`src/rtl/agc_regfile_mp.sv`:
```
`default_nettype none
`timescale 1ns/1ps
// ============================================================================
// Module      : agc_regfile_mp
// Description : Multi-port AGC CPU register file. Holds A/L/Q, bank bits
//               (EB/FB/BB), editing registers (CYR/SR/CYL/SL) and cascaded
//               timers TIME1/TIME2 with an overflow interrupt handshake.
//               Reads forward same-cycle software writes.
// Revision    : 1.0 - initial release
// ============================================================================
module agc_regfile_mp #(
  parameter int WIDTH    = 15,
  parameter int NRD      = 2,
  parameter int NWR      = 2,
  parameter int SEL_W    = 4,
  parameter int TIMER_EN = 1
) (
  input  logic                        clock,
  input  logic                        rst_l,
  input  logic [NWR-1:0]              wr_en,
  input  logic [NWR-1:0][SEL_W-1:0]   wr_sel,
  input  logic [NWR-1:0][WIDTH-1:0]   wr_data,
  input  logic [NRD-1:0][SEL_W-1:0]   rd_sel,
  output logic [NRD-1:0][WIDTH-1:0]   rd_data,
  output logic [2:0]                  bits_EB,
  output logic [2:0]                  bits_FB,
  input  logic                        tick,
  output logic                        t_irq,
  input  logic                        t_irq_ack
);

  localparam logic [SEL_W-1:0] c_sel_a     = SEL_W'(0);
  localparam logic [SEL_W-1:0] c_sel_l     = SEL_W'(1);
  localparam logic [SEL_W-1:0] c_sel_q     = SEL_W'(2);
  localparam logic [SEL_W-1:0] c_sel_eb    = SEL_W'(3);
  localparam logic [SEL_W-1:0] c_sel_fb    = SEL_W'(4);
  localparam logic [SEL_W-1:0] c_sel_bb    = SEL_W'(5);
  localparam logic [SEL_W-1:0] c_sel_cyr   = SEL_W'(7);
  localparam logic [SEL_W-1:0] c_sel_sr    = SEL_W'(8);
  localparam logic [SEL_W-1:0] c_sel_cyl   = SEL_W'(9);
  localparam logic [SEL_W-1:0] c_sel_sl    = SEL_W'(10);
  localparam logic [SEL_W-1:0] c_sel_time1 = SEL_W'(11);
  localparam logic [SEL_W-1:0] c_sel_time2 = SEL_W'(12);
  localparam logic             c_timer_en  = (TIMER_EN != 0);

  // Stored state; r_bb holds BB[14:9] (r_bb[2:0] = EB field, r_bb[5:3] = FB field)
  logic [WIDTH-1:0] r_a, r_l, r_q, r_cyr, r_sr, r_cyl, r_sl, r_time1, r_time2;
  logic [5:0]       r_bb;
  logic             r_irq;

  // State after software writes only (no tick); this is also the read view
  logic [WIDTH-1:0] w_sw_a, w_sw_l, w_sw_q, w_sw_cyr, w_sw_sr, w_sw_cyl, w_sw_sl;
  logic [WIDTH-1:0] w_sw_t1, w_sw_t2;
  logic [5:0]       w_sw_bb;
  logic             w_wr_t1, w_wr_t2;

  logic [WIDTH-1:0] w_t1_inc, w_t2_inc, w_nxt_t1, w_nxt_t2;
  logic             w_tick, w_t1_wrap, w_t2_wrap, w_t1_step, w_t2_step, w_irq_set;
  logic [WIDTH-1:0] w_eb_view, w_fb_view, w_bb_view;

  // Apply enabled write ports in index order so higher ports override lower ones
  always_comb begin
    w_sw_a   = r_a;
    w_sw_l   = r_l;
    w_sw_q   = r_q;
    w_sw_cyr = r_cyr;
    w_sw_sr  = r_sr;
    w_sw_cyl = r_cyl;
    w_sw_sl  = r_sl;
    w_sw_t1  = r_time1;
    w_sw_t2  = r_time2;
    w_sw_bb  = r_bb;
    w_wr_t1  = 1'b0;
    w_wr_t2  = 1'b0;
    for (int i = 0; i < NWR; i++) begin
      if (wr_en[i]) begin
        case (wr_sel[i])
          c_sel_a:     w_sw_a   = wr_data[i];
          c_sel_l:     w_sw_l   = wr_data[i];
          c_sel_q:     w_sw_q   = wr_data[i];
          c_sel_eb:    w_sw_bb[2:0] = wr_data[i][11:9];
          c_sel_fb:    w_sw_bb[5:3] = wr_data[i][14:12];
          c_sel_bb:    w_sw_bb  = wr_data[i][14:9];
          c_sel_cyr:   w_sw_cyr = {wr_data[i][0], wr_data[i][WIDTH-1:1]};
          c_sel_sr:    w_sw_sr  = {wr_data[i][WIDTH-1], wr_data[i][WIDTH-1:1]};
          c_sel_cyl:   w_sw_cyl = {wr_data[i][WIDTH-2:0], wr_data[i][WIDTH-1]};
          c_sel_sl:    w_sw_sl  = {wr_data[i][WIDTH-2:0], 1'b0};
          c_sel_time1: begin
            w_sw_t1 = wr_data[i];
            w_wr_t1 = 1'b1;
          end
          c_sel_time2: begin
            w_sw_t2 = wr_data[i];
            w_wr_t2 = 1'b1;
          end
          default: ;  // ZERO and reserved codes are not writable
        endcase
      end
    end
  end

  // Timer cascade: a software write to a timer suppresses its increment and
  // everything downstream of it in the same cycle
  always_comb begin
    w_tick    = tick & c_timer_en;
    w_t1_wrap = (r_time1[13:0] == 14'h3FFF);
    w_t2_wrap = (r_time2[13:0] == 14'h3FFF);
    w_t1_step = w_tick & ~w_wr_t1;
    w_t2_step = w_t1_step & w_t1_wrap & ~w_wr_t2;
    w_irq_set = w_t2_step & w_t2_wrap;
    w_t1_inc  = '0;
    w_t2_inc  = '0;
    w_t1_inc[13:0] = r_time1[13:0] + 14'd1;
    w_t2_inc[13:0] = r_time2[13:0] + 14'd1;
    w_nxt_t1  = w_t1_step ? w_t1_inc : w_sw_t1;
    w_nxt_t2  = w_t2_step ? w_t2_inc : w_sw_t2;
  end

  // Read ports return the write-forwarded view; bank registers read as field views
  always_comb begin
    w_eb_view = '0;
    w_fb_view = '0;
    w_bb_view = '0;
    w_eb_view[11:9]  = w_sw_bb[2:0];
    w_fb_view[14:12] = w_sw_bb[5:3];
    w_bb_view[14:9]  = w_sw_bb;
    for (int j = 0; j < NRD; j++) begin
      case (rd_sel[j])
        c_sel_a:     rd_data[j] = w_sw_a;
        c_sel_l:     rd_data[j] = w_sw_l;
        c_sel_q:     rd_data[j] = w_sw_q;
        c_sel_eb:    rd_data[j] = w_eb_view;
        c_sel_fb:    rd_data[j] = w_fb_view;
        c_sel_bb:    rd_data[j] = w_bb_view;
        c_sel_cyr:   rd_data[j] = w_sw_cyr;
        c_sel_sr:    rd_data[j] = w_sw_sr;
        c_sel_cyl:   rd_data[j] = w_sw_cyl;
        c_sel_sl:    rd_data[j] = w_sw_sl;
        c_sel_time1: rd_data[j] = w_sw_t1;
        c_sel_time2: rd_data[j] = w_sw_t2;
        default:     rd_data[j] = '0;  // ZERO and reserved codes
      endcase
    end
  end

  // State register with asynchronous clear
  always_ff @(posedge clock or negedge rst_l) begin
    if (!rst_l) begin
      r_a     <= '0;
      r_l     <= '0;
      r_q     <= '0;
      r_cyr   <= '0;
      r_sr    <= '0;
      r_cyl   <= '0;
      r_sl    <= '0;
      r_time1 <= '0;
      r_time2 <= '0;
      r_bb    <= '0;
      r_irq   <= 1'b0;
    end else begin
      r_a     <= w_sw_a;
      r_l     <= w_sw_l;
      r_q     <= w_sw_q;
      r_cyr   <= w_sw_cyr;
      r_sr    <= w_sw_sr;
      r_cyl   <= w_sw_cyl;
      r_sl    <= w_sw_sl;
      r_time1 <= w_nxt_t1;
      r_time2 <= w_nxt_t2;
      r_bb    <= w_sw_bb;
      // a fresh overflow outranks a simultaneous acknowledge
      r_irq   <= w_irq_set | (r_irq & ~t_irq_ack);
    end
  end

  assign bits_EB = r_bb[2:0];
  assign bits_FB = r_bb[5:3];
  assign t_irq   = r_irq;

endmodule
`default_nettype wire

```
`config.mk`:
```
export PLATFORM = sky130hd
export DESIGN_NAME = agc_regfile_mp
export DESIGN_NICKNAME = d
export VERILOG_FILES = /design/src/rtl/agc_regfile_mp.sv
export SDC_FILE = /design/constraint.sdc
export NUM_CORES = 1
export LEC_CHECK = 0
export ABC_AREA = 1
export CAP_MARGIN = 10
export CORE_MARGIN = 4
export CORE_UTILIZATION = 54
export CTS_CLUSTER_DIAMETER = 150
export DETAILED_ROUTE_END_ITERATION = 8
export PLACE_DENSITY = 0.87
export SYNTH_ARGS = -nofsm -noshare
export SYNTH_HDL_FRONTEND = slang
export SYNTH_SLANG_ARGS = --single-unit
```
`constraint.sdc`:
```
create_clock -name clock -period 1.9 [get_ports clock]
set_input_delay 0.38 -clock clock [delete_from_list [all_inputs] [get_ports clock]]
set_output_delay 0.38 -clock clock [all_outputs]
set_load 0.005 [all_outputs]
```
==> metrics.md, run 1 <==
| Metric | Value |
|---|---|
| Detailed-placement wirelength estimate | `40000 um` |
| Cell count after synthesis | `roughly 1.8k` |
| Status | `did not finish` |
| Post-synth EDFFs | `0` |
| # rows | `between 50 and 60` |
| Chip Height | `roughly 150 um` |
| Grt ovf | `5` |
| Avg Cell Area, Syn | `slightly above 6 sq um` |
| Die W | `about 150 um` |
| Post-synth top area cell | `dfrtp_1` |
| Placed insts | `~2.4k` |
| Post-Syn Area | `about 11000 sq um` |
| Register area share after synthesis | `0.3251` |
| Clock Tree Buf Depth | `2` |
| Num CTS Buffers | `17` |
| Top cells by area, synth | `dfrtp_1, nand3_1, nand2_1` |
| Clock H-tree levels | `4` |
| Warnings from Yosys | `0` |
| Yosys cell types | `32` |
| Initial core utilization | `0.5544` |
| Pre-CTS WS | `-1.318 ns` |
| First-pass GRT wire length | `approximately 120000 um` |
| Ys flop type | `dfrtp_1` |
| RD Place Congestion | `1.105` |
| Ports | `a little under 90` |
| Post-synthesis net count | `1813` |
| Flop and latch count out of synthesis | `around 140` |
| Pin count of the biggest net entering global routing | `around 40` |
| Buffers on Ports | `between 80 and 90` |
| Root Driver | `clkbuf_16` |
| Failed at | `global routing` |
| Placed cell area | `~15000 sq um` |
| Sink Count | `142` |
| Synth top cells by count | `nand2_1, nand3_1, nor2_1, dfrtp_1, inv_1` |
| Run Error | `[ERROR GRT-0116] Global routing finished with congestion. Check the congestion regions in the DRC Viewer.` |
| Top-count cell post-synth | `nand2_1` |
| Total GRT Usage | `0.7139` |
| Top-area cell type share of the netlist area | `0.3251` |
| Via count of the first global-routing pass | `~20k` |
| Share of flip-flops with an asynchronous set or reset | `1.000` |
-- through the flow --
stage               utilization  TNS (ns)
floorplan                     -         0
global placement         0.7624    -72.71
detailed placement       0.7624    -78.49
CTS                      0.9219    -9.094
-- kinds of logic after synthesis --
logic type                 share of synthesized area
and+or+nand+nor                               0.5547
buffers and inverters                        0.07268
DFF                                           0.3251
AOI/OAI and AO/OA                            0.02770
xor gates and xnor gates                     0.01763
adders and majority gates                   0.002289
-- per-layer routing --
layer | GRT overflow | track usage
met5 | 0 | 0.3545
met2 | 2 | 0.8715
met3 | 0 | 0.5912
met1 | 0 | 0.7188
met4 | 3 | 0.6400
-- what timing repair did --
action                     CTS
buffers inserted            67
cloned                      13
setup endpoints to repair   57
hold buffers                 1
pin swaps                  146
gates resized for setup    683
hold endpoints to repair    34
==> run 2, diff against run 1 <==
Settings changed: CORE_UTILIZATION 54 to 40, CTS_CLUSTER_DIAMETER 150 to unset, PLACE_DENSITY 0.87 to unset, PLACE_DENSITY_LB_ADDON set to 0.15.
Clock period 1.9 ns to 2.5 ns, I/O delays scaled along.
==> run 2 against run 1 <==
The flow now finishes, with violations (hold timing, setup timing); area after synthesis did not move; synthesized cell count did not move.
==> metrics.md, run 2 <==
| Metric | Value |
|---|---|
| Status | `finished, violations left` |
| Area growth syn-to-layout | `72.19%` |
| Chip Height | `173.3 um` |
| Storage cell area | `between 3000 and 4000 sq um` |
| Flop and latch count out of synthesis | `142` |
| Design area | `18820 sq um` |
| Ant. Diodes | `0` |
| Worst rel slew slack | `0.6442` |
| Critical Path Max Stage Delay | `0.23 ns` |
| Warnings from Yosys | `0` |
| Final core occ | `0.6984` |
| Clock transition at path regs | `~0.080 ns` |
| Clock latency on the worst-skew pair | `0.46 ns` |
| Pin count of the biggest net entering global routing | `45` |
| Detailed-placement wirelength estimate | `around 40000 um` |
| Max frequency | `~380 MHz` |
| Final Setup Violations | `18` |
| Drt drc | `0` |
| Core area | `26950 sq um` |
| Ys flop type | `dfrtp_1` |
| Post-DR wirelength/cell | `roughly 25 um` |
| CP Buf/Inv Count | `6` |
| Worst reg2reg path endpoint | `r_time2[13]$_DFF_PN0_` |
| Grt ovf | `0` |
| Crit. End Element | `primary output` |
| WHS | `-0.005256 ns` |
| Via-to-Cell Ratio | `6.189` |
| Post-synthesis net count | `1813` |
| Setup ws final | `-0.1285 ns` |
| Worst-path maximum fanout | `7` |
| Area occupied by multi-input gates | `around 8700 sq um` |
| Violated checks | `hold timing, setup timing` |
| Final WL | `roughly 62000 um` |
| Critical Path Stages | `14` |
| Register area share after synthesis | `0.3251` |
| DIE AREA | `~30000 sq um` |
| Ports | `a little under 90` |
| Fin nets | `roughly 2.2k` |
| Layout cell share with drive strength beyond 1 | `0.4157` |
| First-pass GRT wire length | `around 90000 um` |
| Period utilization | `1.051` |
| Reg2Reg Depth | `9` |
| Top cells by area, synth | `dfrtp_1, nand3_1, nand2_1` |
| Top cell family by delay on the critical path | `simple AND/OR/NAND/NOR gates` |
| Final ANT Viol Nets | `0` |
| RSZ-0062 raised after global routing | `true` |
| Clock H-tree levels | `4` |
| Critical-path top delay cell | `nor2_2` |
| # rows | `60` |
| Most common cell after layout, fill and taps aside | `nand2_1` |
| Cell count after synthesis | `1759` |
| CTS tree | `done` |
| Max-Cap Viols | `0` |
| Post-synth top area cell | `dfrtp_1` |
| CTS Hold Bufs | `0` |
| Pwr dens | `roughly 530 nW/um^2` |
| Share of flip-flops with an asynchronous set or reset | `1.000` |
| Post-synth EDFFs | `0` |
| CP required | `around 2 ns` |
| Sink Count | `roughly 140` |
| Fill cells | `2147` |
| CP arrival | `roughly 2.1 ns` |
| Buffers on Ports | `88` |
| Via count of the first global-routing pass | `about 14k` |
| Post-Syn Area | `10930 sq um` |
| Slew Limit Fails | `0` |
| RD Place Congestion | `1.024` |
| Top-area cell type share of the netlist area | `0.3251` |
| Critical path class | `in2out` |
| Total GRT Usage | `0.3823` |
| CP Cell Sequence | `buf_6 > buf_6 > nand2_4 > nor2_4 > buf_6 > buf_12 > buf_16 > nand3_2 > nand3_4 > nand3_1 > nand2_1 > nor2_2 > nand3_2 > buf_2` |
| Vias | `approximately 15k` |
| Worst VDD drop | `451.8 uV` |
| Placed cell area | `about 15000 sq um` |
| Clk_skew | `approximately 0.011 ns` |
| Clock Tree Buf Depth | `2` |
| DR iter-0 viols | `2330` |
| Root Driver | `clkbuf_16` |
| Initial core utilization | `0.4056` |
| Die W | `around 170 um` |
| Pleak | `~9.0 nW` |
| Measured slew at the worst slew-check pin | `between 0.5 and 0.6 ns` |
| Synth top cells by count | `nand2_1, nand3_1, nor2_1, dfrtp_1, inv_1` |
| Setup slack, reg-to-reg | `roughly 0.32 ns` |
| Most Frequent Cell on Critical Path | `buf_6` |
| Drt pass-1 iters | `8` |
| Min-delay worst type | `in2async` |
| Antenna violations before repair | `0` |
| Tmin final | `roughly 2.6 ns` |
| Avg Cell Area, Syn | `6.215 sq um` |
| CP Launch Type | `primary input` |
| Num CTS Buffers | `17` |
| Most frequent cells in the layout | `nand2_1, nand3_1, buf_4` |
| Yosys cell types | `32` |
| Top-count cell post-synth | `nand2_1` |
| Final Hold Fails | `3` |
| Reg-to-reg startpoint | `r_time1[0]$_DFF_PN0_` |
## run 2: cell counts after synthesis
No cell type changed its count.
## run 2: area by class of cell
type / count / area share
Clock buffer: 17 / 0.02260
Sequential cell: 142 / 0.1888
Tap cell: 341 / 0.02267
Multi-Input combinational cell: 1422 / 0.4636
Timing Repair Buffer: 456 / 0.2699
Inverter: 108 / 0.02300
Clock inverter: 15 / 0.009372
## run 2: repair_timing
action,CTS,global route
cloned,15,5
setup endpoints to repair,30,30
buffers inserted,61,21
pin swaps,104,118
hold endpoints to repair,0,0
resized for setup,513,315
## run 2: per-stage QoR
stage	power, mW	setup slack (ns)	instances	TNS [ns]
floorplan	4.798	0.3566	1759	0
finish	10.02	-0.1285	2501	-0.6265
global placement	6.344	-1.008	2369	-32.53
global route	10.40	-0.1639	2501	-1.931
CTS	9.427	-0.05584	2475	-0.2869
detailed placement	6.394	-1.014	2369	-32.78
## run 2: worst max-delay path by stage
| stage | from | slack, ns | endpoint |
|---|---|---|---|
| 6_report | wr_en[0] | -0.13 | rd_data[23] |
| 5_1_grt | wr_en[0] | -0.16 | rd_data[23] |
| 4_1_cts | wr_en[0] | -0.06 | rd_data[25] |
| 3_5_place_dp | wr_sel[1] | -1.01 | rd_data[14] |
| 3_3_place_gp | wr_sel[1] | -1.01 | rd_data[23] |
| 2_1_floorplan | rd_sel[7] | 0.36 | rd_data[16] |
## run 2: metal layers
metal | track usage | part of all wire | vias up
met4 | 0.2308 | 0.081 | 0
met1 | 0.4973 | 0.37 | 7293
li1 | - | - | 6601
met2 | 0.5532 | 0.41 | 1232
met3 | 0.1224 | 0.14 | 352
met5 | 0 | 0 | -
## run 2: report_power, final
part           internal (mW)  leakage, nW  switching [mW]  total [mW]
sequential              2.86         1.70           0.346        3.21
clock                   1.51        0.295            1.27        2.78
combinational           1.80         7.03            2.24        4.03
total                   6.16         9.02            3.85        10.0
## run 2: logic make-up (layout without fill, tap and decap cells)
group | count (synthesis) | in the layout | synth area share
AOI/OAI and AO/OA | 48 | 48 | 0.02770
xor gates and xnor gates | 22 | 22 | 0.01763
adders and majority gates | 2 | 2 | 0.002289
buffers and inverters | 196 | 596 | 0.07268
DFF | 142 | 142 | 0.3251
and+or+nand+nor | 1349 | 1350 | 0.5547
Note: power is estimated with default switching activity, not from simulation.
